`config.mk`:
```
export PLATFORM = sky130hd
export DESIGN_NAME = multicycle_cpu
export DESIGN_NICKNAME = d
export VERILOG_FILES = /design/src/rtl/multicycle_cpu.sv
export SDC_FILE = /design/constraint.sdc
export NUM_CORES = 2
export LEC_CHECK = 0
export CELL_PAD_IN_SITES_DETAIL_PLACEMENT = 1
export CELL_PAD_IN_SITES_GLOBAL_PLACEMENT = 1
export CORE_ASPECT_RATIO = 0.8
export CORE_MARGIN = 1
export CORE_UTILIZATION = 40
export CTS_CLUSTER_DIAMETER = 200
export CTS_CLUSTER_SIZE = 10
export DETAILED_ROUTE_END_ITERATION = 10
export PLACE_DENSITY = 0.73
export SETUP_SLACK_MARGIN = 0.2
export SLEW_MARGIN = 20
export SYNTH_ARGS = -nofsm -noshare
export SYNTH_HDL_FRONTEND = slang
export SYNTH_SLANG_ARGS = --single-unit
```
`constraint.sdc`:
```
create_clock -name clock -period 4.25 [get_ports clock]
set_input_delay 0.6375 -clock clock [delete_from_list [all_inputs] [get_ports clock]]
set_output_delay 0.6375 -clock clock [all_outputs]
set_load 0.1 [all_outputs]
```
`src/rtl/multicycle_cpu.sv`:
```
// ============================================================================
// Module   : multicycle_cpu
// Brief    : FSM-sequenced MIPS-subset core with one shared req/ready memory port.
// Revision : 1.0
// ============================================================================
`default_nettype none

module multicycle_cpu #(
  parameter logic [31:0] RESET_PC = 32'h0000_0000,
  parameter int          ADDR_W   = 32
) (
  input  logic              clock,
  input  logic              reset,
  output logic              mem_req,
  output logic              mem_we,
  output logic [ADDR_W-1:0] mem_addr,
  output logic [31:0]       mem_wdata,
  input  logic [31:0]       mem_rdata,
  input  logic              mem_ready,
  output logic [31:0]       pc,
  output logic [2:0]        state,
  output logic              halted
);

  localparam logic [5:0] c_OP_R    = 6'h00;
  localparam logic [5:0] c_OP_J    = 6'h02;
  localparam logic [5:0] c_OP_BEQ  = 6'h04;
  localparam logic [5:0] c_OP_BNE  = 6'h05;
  localparam logic [5:0] c_OP_ADDI = 6'h08;
  localparam logic [5:0] c_OP_LW   = 6'h23;
  localparam logic [5:0] c_OP_SW   = 6'h2B;

  localparam logic [5:0] c_FN_ADD = 6'h20;
  localparam logic [5:0] c_FN_SUB = 6'h22;
  localparam logic [5:0] c_FN_AND = 6'h24;
  localparam logic [5:0] c_FN_OR  = 6'h25;
  localparam logic [5:0] c_FN_SLT = 6'h2A;

  typedef enum logic [2:0] {
    S_FETCH  = 3'd0,
    S_DECODE = 3'd1,
    S_EXEC   = 3'd2,
    S_MEM    = 3'd3,
    S_WB     = 3'd4,
    S_HALT   = 3'd5
  } state_t;

  state_t      r_state;
  logic [31:0] r_pc, r_ir, r_npc, r_a, r_b, r_aluout, r_mdr;
  logic [31:0] r_regs [32];

  logic [5:0]  w_op, w_funct;
  logic [4:0]  w_rs, w_rt, w_rd, w_dest;
  logic [31:0] w_sext, w_alu, w_wb_data, w_br_target, w_j_target;
  logic        w_funct_ok, w_op_ok, w_unused;

  assign w_op     = r_ir[31:26];
  assign w_rs     = r_ir[25:21];
  assign w_rt     = r_ir[20:16];
  assign w_rd     = r_ir[15:11];
  assign w_funct  = r_ir[5:0];
  assign w_unused = ^r_ir[10:6];
  assign w_sext   = {{16{r_ir[15]}}, r_ir[15:0]};

  assign w_br_target = r_npc + {w_sext[29:0], 2'b00};
  assign w_j_target  = {r_npc[31:28], r_ir[25:0], 2'b00};
  assign w_dest      = (w_op == c_OP_R) ? w_rd : w_rt;
  assign w_wb_data   = (w_op == c_OP_LW) ? r_mdr : r_aluout;

  assign w_funct_ok = (w_funct == c_FN_ADD) || (w_funct == c_FN_SUB) ||
                      (w_funct == c_FN_AND) || (w_funct == c_FN_OR)  ||
                      (w_funct == c_FN_SLT);
  assign w_op_ok    = ((w_op == c_OP_R) && w_funct_ok) || (w_op == c_OP_J) ||
                      (w_op == c_OP_BEQ) || (w_op == c_OP_BNE) ||
                      (w_op == c_OP_ADDI) || (w_op == c_OP_LW) || (w_op == c_OP_SW);

  // Immediate forms (addi/lw/sw) all use A + sext(imm); R-type selects by funct.
  always_comb begin
    w_alu = r_a + w_sext;
    if (w_op == c_OP_R) begin
      case (w_funct)
        c_FN_ADD: w_alu = r_a + r_b;
        c_FN_SUB: w_alu = r_a - r_b;
        c_FN_AND: w_alu = r_a & r_b;
        c_FN_OR:  w_alu = r_a | r_b;
        c_FN_SLT: w_alu = {31'd0, ($signed(r_a) < $signed(r_b))};
        default:  w_alu = r_a + r_b;
      endcase
    end
  end

  always_ff @(posedge clock or negedge reset) begin
    if (!reset) begin
      r_state  <= S_FETCH;
      r_pc     <= RESET_PC;
      r_ir     <= '0;
      r_npc    <= '0;
      r_a      <= '0;
      r_b      <= '0;
      r_aluout <= '0;
      r_mdr    <= '0;
    end else begin
      case (r_state)
        S_FETCH: begin
          if (mem_ready) begin
            r_ir    <= mem_rdata;
            r_npc   <= r_pc + 32'd4;
            r_state <= S_DECODE;
          end
        end
        S_DECODE: begin
          r_a     <= r_regs[w_rs];
          r_b     <= r_regs[w_rt];
          r_state <= w_op_ok ? S_EXEC : S_HALT;
        end
        S_EXEC: begin
          r_aluout <= w_alu;
          case (w_op)
            c_OP_R, c_OP_ADDI: r_state <= S_WB;
            c_OP_LW, c_OP_SW:  r_state <= (w_alu[1:0] != 2'b00) ? S_HALT : S_MEM;
            c_OP_BEQ: begin
              r_pc    <= (r_a == r_b) ? w_br_target : r_npc;
              r_state <= S_FETCH;
            end
            c_OP_BNE: begin
              r_pc    <= (r_a != r_b) ? w_br_target : r_npc;
              r_state <= S_FETCH;
            end
            c_OP_J: begin
              r_pc    <= w_j_target;
              r_state <= S_FETCH;
            end
            default: r_state <= S_HALT;
          endcase
        end
        S_MEM: begin
          if (mem_ready) begin
            if (w_op == c_OP_SW) begin
              r_pc    <= r_npc;
              r_state <= S_FETCH;
            end else begin
              r_mdr   <= mem_rdata;
              r_state <= S_WB;
            end
          end
        end
        S_WB: begin
          r_pc    <= r_npc;
          r_state <= S_FETCH;
        end
        S_HALT:  r_state <= S_HALT;
        default: r_state <= S_HALT;
      endcase
    end
  end

  // Entry 0 is cleared and never written, so it always reads as zero.
  always_ff @(posedge clock or negedge reset) begin
    if (!reset) begin
      for (int i = 0; i < 32; i++) r_regs[i] <= '0;
    end else if ((r_state == S_WB) && (w_dest != 5'd0)) begin
      r_regs[w_dest] <= w_wb_data;
    end
  end

  assign mem_req   = reset && ((r_state == S_FETCH) || (r_state == S_MEM));
  assign mem_we    = (r_state == S_MEM) && (w_op == c_OP_SW);
  assign mem_addr  = (r_state == S_MEM) ? r_aluout[ADDR_W-1:0] : r_pc[ADDR_W-1:0];
  assign mem_wdata = r_b;
  assign pc        = r_pc;
  assign state     = r_state;
  assign halted    = (r_state == S_HALT);

endmodule

`default_nettype wire

```
==> impl_metrics.json <==
{
  "synth_area_leaders": "dfrtp_1 45%, mux4_2 21%, a21oi_1 4.9%",
  "grt-ovfl-total": 0,
  "cpPeakStageDelay_ps": 670,
  "synth_area_sq_mm": 0.06987,
  "drv_cap": 0,
  "worstSetupPathType": "reg -> out",
  "cp_max_fo": 20,
  "fmax_mhz": 256.8,
  "drive_above_1_share": 0.1982,
  "setup_viol": 0,
  "clock_tree.root_cell": "clkbuf_16",
  "area_growth_pct": 12.65,
  "grt_pass1_wl_um": 397000,
  "grt_setup_unrepaired": "true",
  "num_vias": 56150,
  "slew_headroom": 0.2232,
  "avgSynthCellArea_sq_um": 10.76,
  "critical_path.top_delay_family": "simple AND/OR/NAND/NOR gates",
  "grt_pass1_vias": 57830,
  "p_leak_nw": 33.29,
  "synth_nets": 6692,
  "gp_congestion": 0.9630,
  "start_util": 0.4049,
  "finalPower_mw": 24.96,
  "core-area_sq_mm": 0.1725,
  "crit_buf_inv": 2,
  "synth-edff-count": 0,
  "synth_top_cell_area_share": 0.4481,
  "cts_sinks": 1251,
  "synth_cells": 6496,
  "multi_input_area_sq_mm": 0.03619,
  "drt_iter0_markers": 6197,
  "grt_max_degree": 168,
  "die_y_um": 375.8,
  "synthArstFlopShare": 1.000,
  "worstMarginPinSlew_ps": 1162,
  "detail_route.first_pass.iterations": 5,
  "skew_ps": 55.71,
  "nFillCells": 18380,
  "r2r-end": "r_regs[393]$_DFFE_PN0P_",
  "path_clk_slew_ps": 70,
  "cts_made_buffers": 143,
  "fin_tns_setup_ps": 0,
  "ff2ff_path_depth": 10,
  "powerDensity_mw_per_mm2": 317.2,
  "die_w_um": 469.3,
  "cts_tree": "done",
  "routed_wl_um": 265800,
  "htreeDepth": 4,
  "yosysTopAreaCell": "dfrtp_1",
  "vias_per_cell": 6.433,
  "route.antenna.remaining_nets": 0,
  "run_status": "completed",
  "finalCriticalPeriod_ps": 3894,
  "dp_hpwl_um": 174600,
  "hold_path.startpoint": "r_regs[1015]$_DFFE_PN0P_",
  "num_rows": 136,
  "ys.flop_type": "dfrtp_1",
  "critPathCaptureType": "primary output",
  "yosysWarningCount": 0,
  "ir_worst_vdd_mv": 0.2708,
  "die_area_sq_mm": 0.1764,
  "io_buffer_count": 136,
  "io_pins": 137,
  "ys_seq_elements": 1251,
  "final-seq-area_sq_mm": 0.03134,
  "cts_buffer_depth": 3,
  "hold_end": "r_regs[1015]$_DFFE_PN0P_",
  "drc": 0,
  "layout.nets": 6623,
  "rr_startpoint": "r_ir[29]$_DFFE_PN0P_",
  "clk-insertion-delay-late_ps": 840,
  "worstPathRequired_ps": 3610,
  "period_share": 0.9162,
  "synth-seq-area-share": 0.4481,
  "min_path_type": "reg -> reg",
  "wire_per_inst_um": 30.45,
  "whs_path_depth": 0,
  "r2r_slack_ps": 370,
  "start_kind": "flop",
  "cp.arrival_ps": 3260,
  "path_cells": "nand2_1 > nor2_4 > buf_4 > nand2_1 > o21ai_0 > buf_4",
  "cp_slowest_cell": "dfrtp_1",
  "yosysUniqueCellTypes": 94,
  "grt_usage": 0.3021,
  "hold_viol": 0,
  "antenna_found_initial": 4,
  "slew_violations": 0
}
## power by group
part | switching [mW] | internal (mW) | leakage (nW)
clock | 5.20 | 6.12 | 1.91
sequential | 0.115 | 12.0 | 17.3
combinational | 1.02 | 0.551 | 14.1
## metal layers
metal | vias to the layer above | share of wire | wire length, um | track usage
met5 | - | 0.00017 | 46 | 0
met4 | 6 | 0.036 | 9689 | 0.1116
met3 | 527 | 0.084 | 22350 | 0.06193
met2 | 2494 | 0.45 | 119800 | 0.4576
met1 | 29830 | 0.43 | 113900 | 0.4285
li1 | 23290 | - | - | -
## placed cells by master (no fill, tap or decap), types with 17 or more instances in the layout
master / count
clkbuf_16: 145
clkdlybuf4s50_1: 90
mux2i_2: 23
o21ai_1: 37
nor3_1: 32
buf_4: 220
ha_1: 157
a31oi_1: 56
nand2_1: 809
nand3_1: 41
o21a_1: 17
xor2_1: 34
o21bai_1: 23
inv_1: 141
o211ai_1: 18
mux2i_1: 64
a221oi_1: 24
nor2_4: 17
a21o_1: 32
nor2_1: 720
dfrtp_1: 1241
mux2_2: 62
buf_12: 62
a221o_1: 19
mux4_2: 640
o21ai_0: 593
nand2b_1: 28
nor4_1: 17
a211oi_1: 26
a21oi_1: 687
xnor2_1: 53
## per-stage QoR
| step | util | setup WS (ps) | hold WS (ps) | instances | area [sq um] |
|---|---|---|---|---|---|
| after floorplan | - | 117.3 | 341.9 | 6496 | 69870 |
| after global placement | 0.4331 | 513.1 | 376.3 | 8557 | 74730 |
| after detailed placement | 0.4332 | 362.7 | 384.5 | 8558 | 74750 |
| after CTS | 0.4560 | 334.8 | 397.5 | 8726 | 78680 |
| after global routing | 0.4561 | 178.8 | 407.3 | 8726 | 78710 |
| final | 0.4562 | 356.3 | 395.7 | 8727 | 78710 |
## registers in the layout, indices dropped and copies added (netlist names)
name       cells
r_aluout      32
mem_wdata     32
r_ir          32
pc            32
r_npc         32
r_a           32
r_mdr         32
state          3
r_regs      1024
## worst register-to-register path, cell delays in order (launching register included)
cell and delay (ps):
dfrtp_1 500, nor3_2 450, and2_1 230, mux2i_1 380, nand3_1 290, a21oi_1 360
nand2b_1 260, nor2_4 640, buf_12 370, nor2_1 120, a21oi_1 160
## logic make-up (layout without fill, tap and decap cells)
family | after synthesis | after routing | share of synthesized area
xor gates and xnor gates | 87 | 87 | 0.01091
buffers and inverters | 734 | 687 | 0.04106
adders and majority gates | 161 | 161 | 0.02926
AOI/OAI and AO/OA | 1670 | 1670 | 0.1359
DFF | 1251 | 1251 | 0.4481
muxes | 798 | 798 | 0.2301
other | 0 | 1 | 0
and+or+nand+nor | 1795 | 1795 | 0.1048
## worst max-delay path by stage
| stage | from | to | cells after the start |
|---|---|---|---|
| floorplan | state[2]$_DFFE_PN0P_ | mem_addr[20] | 2 |
| global placement | r_a[0]$_DFFE_PN0P_ | r_aluout[28]$_DFFE_PN0N_ | 14 |
| detailed placement | r_a[1]$_DFFE_PN0P_ | r_aluout[23]$_DFFE_PN0N_ | 11 |
| CTS | r_a[1]$_DFFE_PN0P_ | r_aluout[23]$_DFFE_PN0N_ | 11 |
| global route | r_a[1]$_DFFE_PN0P_ | r_aluout[23]$_DFFE_PN0N_ | 11 |
| finish | state[0]$_DFFE_PN0P_ | mem_addr[20] | 6 |
## Yosys cell counts, drive strengths merged (32+ instances only)
cell type / count
xnor2: 53
nor3: 35
nand2: 826
mux4: 640
a21o: 32
dfrtp: 1251
clkbuf: 482
nor2: 740
a21oi: 688
mux2: 62
nand3: 41
buf: 109
ha: 157
o21ai: 632
inv: 142
xor2: 34
a221oi: 37
a31oi: 58
mux2i: 96
## final cells by class
cell class                 instances  area share
antenna                            1  0.00003179
sequential                      1251      0.3982
clock buffer                     153     0.04648
timing repair buffer             377     0.04915
clock inverter                    14    0.003322
multi-input combinational       4511      0.4598
tap                             2277     0.03620
inverter                         143    0.006883
## timing repair
action | in CTS | in global routing
hold buffers | 1 | 0
gates resized for setup | 0 | 4
hold endpoints to repair | 74 | 0
setup buffers | 0 | 0
endpoints found under the setup margin | 0 | 9
No activity file was read; power rests on OpenSTA's default activity.
